==> config.mk <==
export PLATFORM = sky130hd
export DESIGN_NAME = cpu_controller
export DESIGN_NICKNAME = d
export VERILOG_FILES = /design/src/rtl/cpu_controller.sv
export SDC_FILE = /design/constraint.sdc
export NUM_CORES = 1
export LEC_CHECK = 0
export BUFFER_PORTS_ARGS = -buffer_cell sky130_fd_sc_hd__buf_2
export CAP_MARGIN = 10
export CORE_ASPECT_RATIO = 0.6
export CORE_MARGIN = 4
export CORE_UTILIZATION = 47
export CTS_CLUSTER_SIZE = 20
export DETAILED_ROUTE_END_ITERATION = 8
export PLACE_DENSITY = 0.78
export SETUP_SLACK_MARGIN = 0.2
export SLEW_MARGIN = 20
export SYNTH_ARGS = -nofsm -noshare
export SYNTH_HDL_FRONTEND = slang
export SYNTH_SLANG_ARGS = --single-unit
==> constraint.sdc <==
create_clock -name Clock -period 1.71 [get_ports Clock]
set_input_delay 0.171 -clock Clock [delete_from_list [all_inputs] [get_ports Clock]]
set_output_delay 0.171 -clock Clock [all_outputs]
set_load 0.02 [all_outputs]
==> src/rtl/cpu_controller.sv <==
// Moore fetch/decode/execute controller: sequences PC, latches IR and drives RF/DMEM/ALU controls.
// Optional single-step mode (Step input, STEP_WAIT state) enabled by defining CPU_CTRL_SINGLE_STEP_EN.
module cpu_controller #(
    parameter int IW  = 16,
    parameter int DAW = 8,
    parameter int RAW = 4
) (
    input  logic           Clock,
    input  logic           Clr_n,
`ifdef CPU_CTRL_SINGLE_STEP_EN
    input  logic           Step,
`endif
    input  logic [IW-1:0]  Instr,
    output logic           PC_clr,
    output logic           PC_up,
    output logic [DAW-1:0] D_addr,
    output logic           D_wr,
    output logic           RF_s,
    output logic [RAW-1:0] RF_W_addr,
    output logic           RF_W_en,
    output logic [RAW-1:0] RF_Ra_addr,
    output logic [RAW-1:0] RF_Rb_addr,
    output logic [2:0]     ALU_s0,
    output logic           Halted
);

    localparam logic [3:0] S_INIT      = 4'd0;
    localparam logic [3:0] S_FETCH     = 4'd1;
    localparam logic [3:0] S_DECODE    = 4'd2;
    localparam logic [3:0] S_LOAD_A    = 4'd3;
    localparam logic [3:0] S_LOAD_B    = 4'd4;
    localparam logic [3:0] S_STORE     = 4'd5;
    localparam logic [3:0] S_ADD       = 4'd6;
    localparam logic [3:0] S_SUB       = 4'd7;
    localparam logic [3:0] S_HALT      = 4'd8;
`ifdef CPU_CTRL_SINGLE_STEP_EN
    localparam logic [3:0] S_STEP_WAIT = 4'd9;
    localparam logic [3:0] S_RESUME    = S_STEP_WAIT;
`else
    localparam logic [3:0] S_RESUME    = S_FETCH;
`endif

    localparam logic [3:0] OP_NOOP  = 4'h0;
    localparam logic [3:0] OP_STORE = 4'h1;
    localparam logic [3:0] OP_LOAD  = 4'h2;
    localparam logic [3:0] OP_ADD   = 4'h3;
    localparam logic [3:0] OP_SUB   = 4'h4;
    localparam logic [3:0] OP_HALT  = 4'h5;

    logic [3:0]    r_state;
    logic [3:0]    w_next_state;
    logic [IW-1:0] r_ir;
    logic [3:0]    w_opcode;

    assign w_opcode = r_ir[IW-1:IW-4];

    // NOTE: state registers use non-blocking assignments so every flop samples pre-edge values.
    always_ff @(posedge Clock or negedge Clr_n) begin
        if (!Clr_n) begin
            r_state <= S_INIT;
            r_ir    <= '0;
        end else begin
            r_state <= w_next_state;
            if (r_state == S_FETCH) begin
                r_ir <= Instr;
            end
        end
    end

    // NOTE: defaults first so every path assigns every output and no latch is inferred.
    always_comb begin
        w_next_state = S_INIT;
        case (r_state)
            S_INIT:   w_next_state = S_RESUME;
            S_FETCH:  w_next_state = S_DECODE;
            S_DECODE: begin
                case (w_opcode)
                    OP_STORE: w_next_state = S_STORE;
                    OP_LOAD:  w_next_state = S_LOAD_A;
                    OP_ADD:   w_next_state = S_ADD;
                    OP_SUB:   w_next_state = S_SUB;
                    OP_HALT:  w_next_state = S_HALT;
                    OP_NOOP:  w_next_state = S_RESUME;
                    default:  w_next_state = S_RESUME;
                endcase
            end
            S_LOAD_A: w_next_state = S_LOAD_B;
            S_LOAD_B: w_next_state = S_RESUME;
            S_STORE:  w_next_state = S_RESUME;
            S_ADD:    w_next_state = S_RESUME;
            S_SUB:    w_next_state = S_RESUME;
            S_HALT:   w_next_state = S_HALT;
`ifdef CPU_CTRL_SINGLE_STEP_EN
            S_STEP_WAIT: w_next_state = Step ? S_FETCH : S_STEP_WAIT;
`endif
            default:  w_next_state = S_INIT;
        endcase
    end

    always_comb begin
        PC_clr     = 1'b0;
        PC_up      = 1'b0;
        D_addr     = '0;
        D_wr       = 1'b0;
        RF_s       = 1'b0;
        RF_W_addr  = '0;
        RF_W_en    = 1'b0;
        RF_Ra_addr = '0;
        RF_Rb_addr = '0;
        ALU_s0     = 3'b000;
        Halted     = 1'b0;
        case (r_state)
            S_INIT:  PC_clr = 1'b1;
            S_FETCH: PC_up  = 1'b1;
            S_LOAD_A, S_LOAD_B: begin
                // Both cycles hold the address; the write lands after the synchronous read returns.
                D_addr    = r_ir[DAW+RAW-1:RAW];
                RF_s      = 1'b1;
                RF_W_addr = r_ir[RAW-1:0];
                RF_W_en   = (r_state == S_LOAD_B);
            end
            S_STORE: begin
                D_addr     = r_ir[DAW-1:0];
                RF_Ra_addr = r_ir[3*RAW-1:2*RAW];
                D_wr       = 1'b1;
            end
            S_ADD, S_SUB: begin
                RF_Ra_addr = r_ir[3*RAW-1:2*RAW];
                RF_Rb_addr = r_ir[2*RAW-1:RAW];
                RF_W_addr  = r_ir[RAW-1:0];
                ALU_s0     = (r_state == S_ADD) ? 3'b001 : 3'b010;
                RF_W_en    = 1'b1;
            end
            S_HALT:  Halted = 1'b1;
            default: ;
        endcase
    end

endmodule

==> results.json <==
{
  "nets": 177,
  "coreArea_mm2": 0.00224,
  "antenna_found_initial": 0,
  "dieHeight_um": 46.3,
  "synth_edf_count": 0,
  "clk_pin_slew_ns": 0.08,
  "slowest_delay_ns": 0.43,
  "clockRootBuffer": "clkbuf_8",
  "slew_violations": 0,
  "firstDrtPassIters": 4,
  "clock_sinks": 20,
  "syn_area_mm2": 0.00115,
  "place.gp.congestion": 0.915,
  "hold_viol": 0,
  "synthArstFlopShare_pct": 100,
  "r2r-start": "r_state[2]$_DFF_PN0_",
  "sequentialPowerShare_pct": 25.0,
  "grt_setup_unrepaired": "true",
  "r2r_end": "r_ir[7]$_DFFE_PN0P_",
  "drc": 0,
  "holdPathEnd": "r_ir[10]$_DFFE_PN0P_",
  "final_cell_count_no_fill": 188,
  "endpoint_kind": "output port",
  "wire_per_inst_um": 22.3,
  "ys_ff_latch": 20,
  "final_core_util_pct": 85.0,
  "rrSetupSlack_ns": 0.01,
  "port_buffers": 45,
  "cp.required_ns": 1.54,
  "rows": 13,
  "peakVddDrop_mv": 1.13,
  "holdWs_ns": 0.133,
  "die_x_um": 71.9,
  "pwr-share-clk_pct": 11.6,
  "ys_seq_area_share_pct": 43.5,
  "path_cells": "buf_6, nand2b_2, nor2_4, and2_1, buf_2",
  "worstSetupPathType": "reg2out",
  "outcome": "complete, but fails checks",
  "power_switching_mw": 1.72,
  "area_growth_syn_to_layout_pct": 65.9,
  "place_inst": 167,
  "cts.path.max_buffers": 2,
  "syn-num-nets": 113,
  "dp_hpwl_um": 2090,
  "grt_pass1_vias": 1052,
  "cp.arrival_ns": 1.65,
  "p_comb_share_pct": 63.4,
  "io_pins": 47,
  "violations": "negative setup slack",
  "vias_per_cell": 6.04,
  "drtIter0Drc": 107,
  "cts_buffers": 3,
  "crit_fanout": 5,
  "leakage_nw": 0.935,
  "postSynthAreaPerCell_um2": 12.1,
  "antennaDiodeCount": 0,
  "clock_latency_ns": 0.27,
  "htree_num_levels": 1,
  "fin_skew_ns": 0.00810,
  "synth_cell_types": 31,
  "drt-total-wl_um": 4190,
  "post-route-min-period_ns": 1.82,
  "intPower_mw": 2.46,
  "syn-instance-count": 95,
  "drtAntennaViolNets": 0,
  "start_util_pct": 51.2,
  "vias": 1136,
  "period_share_pct": 107,
  "netSwitchingFraction_pct": 41.2,
  "grt_max_degree": 21,
  "die_area_mm2": 0.00333,
  "grt_pass1_wl_um": 5150,
  "maxCapViolCount": 0,
  "grt_overflow": 0,
  "worst_path_max_delay_cell": "dfrtp_1",
  "startpoint_type": "flip-flop",
  "power_density_mw_per_mm2": 2190,
  "hp-class": "in2reg",
  "track_usage_pct": 21.0,
  "drive_above_1_share_pct": 69.6,
  "yosysWarningCount": 0,
  "min-delay-start": "Instr[10]",
  "worst_slack_ns": -0.112,
  "min_path_cells": 2,
  "reg2reg_depth": 5,
  "cts_tree": "yes",
  "synth_flop_cell": "dfrtp_1",
  "setup_violations": 19,
  "fmax_mhz": 549
}
[power by group through the flow]
stage	logic, mW	registers (mW)	clock network (mW)
2_1_floorplan	1.40	0.852	0
3_3_place_gp	1.62	0.958	0
3_5_place_dp	1.66	0.976	0
4_1_cts	2.07	0.976	0.487
5_1_grt	2.78	1.07	0.501
6_report	2.65	1.04	0.485
[synthesized netlist by cell type, types with 2 or more instances]
cell type  instances  area [um2]
a21o_1             2        15.0
nor2_1             5        18.8
mux2_2             9         101
and2_1             9        56.3
dfrtp_1           20         500
and3_1             6        37.5
clkbuf_1           2        7.51
nand2b_1           3        18.8
nand2_1            2        7.51
nor3_1             2        10.0
mux2_4             8         120
a22o_1             8        70.1
[sequential cells by signal, summed over array words and instances (netlist names)]
signal,flops
r_ir,16
r_state,4
[layer usage]
metal | track usage (%) | share of wire, %
met4 | 9.36 | 5.5
met3 | 6.75 | 9.7
met2 | 35.6 | 47
met1 | 25.0 | 38
met5 | 0 | 0
[critical path: cells and delay by family (launching register included)]
family / cells / cell delay [ns]
buffers and inverters: 2 / 0.35
flip-flops: 1 / 0.43
AND/OR/NAND/NOR: 3 / 0.61
[stage by stage]
stage	cell area [um2]	worst slack (ns)	total power, mW	TNS [ns]
final	1910	-0.112	4.18	-1.04
after global routing	1910	-0.150	4.34	-1.80
after CTS	1660	-0.000624	3.53	-0.000624
after detailed placement	1390	0.0685	2.63	0
after global placement	1390	0.128	2.58	0
after floorplan	1150	0.187	2.25	0
[cells by family (layout without fill, tap and decap cells)]
kind of cell	Yosys count	count (layout)	share of synthesized area (%)
AND/OR/NAND/NOR	34	35	19.0
other	1	1	0.326
AO/OA/AOI/OAI	14	15	11.4
multiplexers	18	18	20.1
buffers and inverters	7	68	4.79
flip-flops	20	20	43.5
XOR/XNOR	1	1	0.762
[layout by cell type (no fill, tap or decap), types with 2 or more instances in the layout]
master | netlist | final
a21o_1 | 2 | 2
a22o_1 | 8 | 8
and2_1 | 9 | 8
and3_1 | 6 | 2
and3_4 | 0 | 4
buf_2 | 1 | 22
buf_4 | 1 | 16
buf_6 | 1 | 22
clkbuf_8 | 0 | 3
dfrtp_1 | 20 | 17
dfrtp_2 | 0 | 3
mux2_4 | 8 | 16
nand2b_1 | 3 | 2
nor2_4 | 0 | 5
o2bb2ai_4 | 1 | 2
[cell type report]
class | count | area [um2]
Sequential cell | 20 | 504
Multi-Input combinational cell | 70 | 758
Clock inverter | 1 | 30.0
Clock buffer | 3 | 41.3
Fill cell | 104 | 337
Timing Repair Buffer | 63 | 533
Tap cell | 30 | 37.5
Inverter | 1 | 3.75
[how the worst max path moves through the flow]
stage | to | from | cells after the start | slack, ns
3_3_place_gp | r_ir[15]$_DFFE_PN0P_ | r_state[2]$_DFF_PN0_ | 3 | 0.13
3_5_place_dp | r_ir[1]$_DFFE_PN0P_ | r_state[2]$_DFF_PN0_ | 3 | 0.07
2_1_floorplan | D_addr[0] | r_state[3]$_DFF_PN0_ | 4 | 0.19
6_report | RF_Ra_addr[1] | r_state[3]$_DFF_PN0_ | 5 | -0.11
4_1_cts | D_addr[7] | r_state[3]$_DFF_PN0_ | 5 | -0.0006
5_1_grt | RF_Ra_addr[1] | r_state[3]$_DFF_PN0_ | 5 | -0.15
[repair_timing]
action	CTS	global route
setup buffers	6	7
resized for setup	40	42
setup endpoints to repair	44	44
hold buffers	1	0
hold endpoints to repair	20	0
cloned	2	1
pin swaps	10	18
Note: power is estimated with default switching activity, not from simulation.
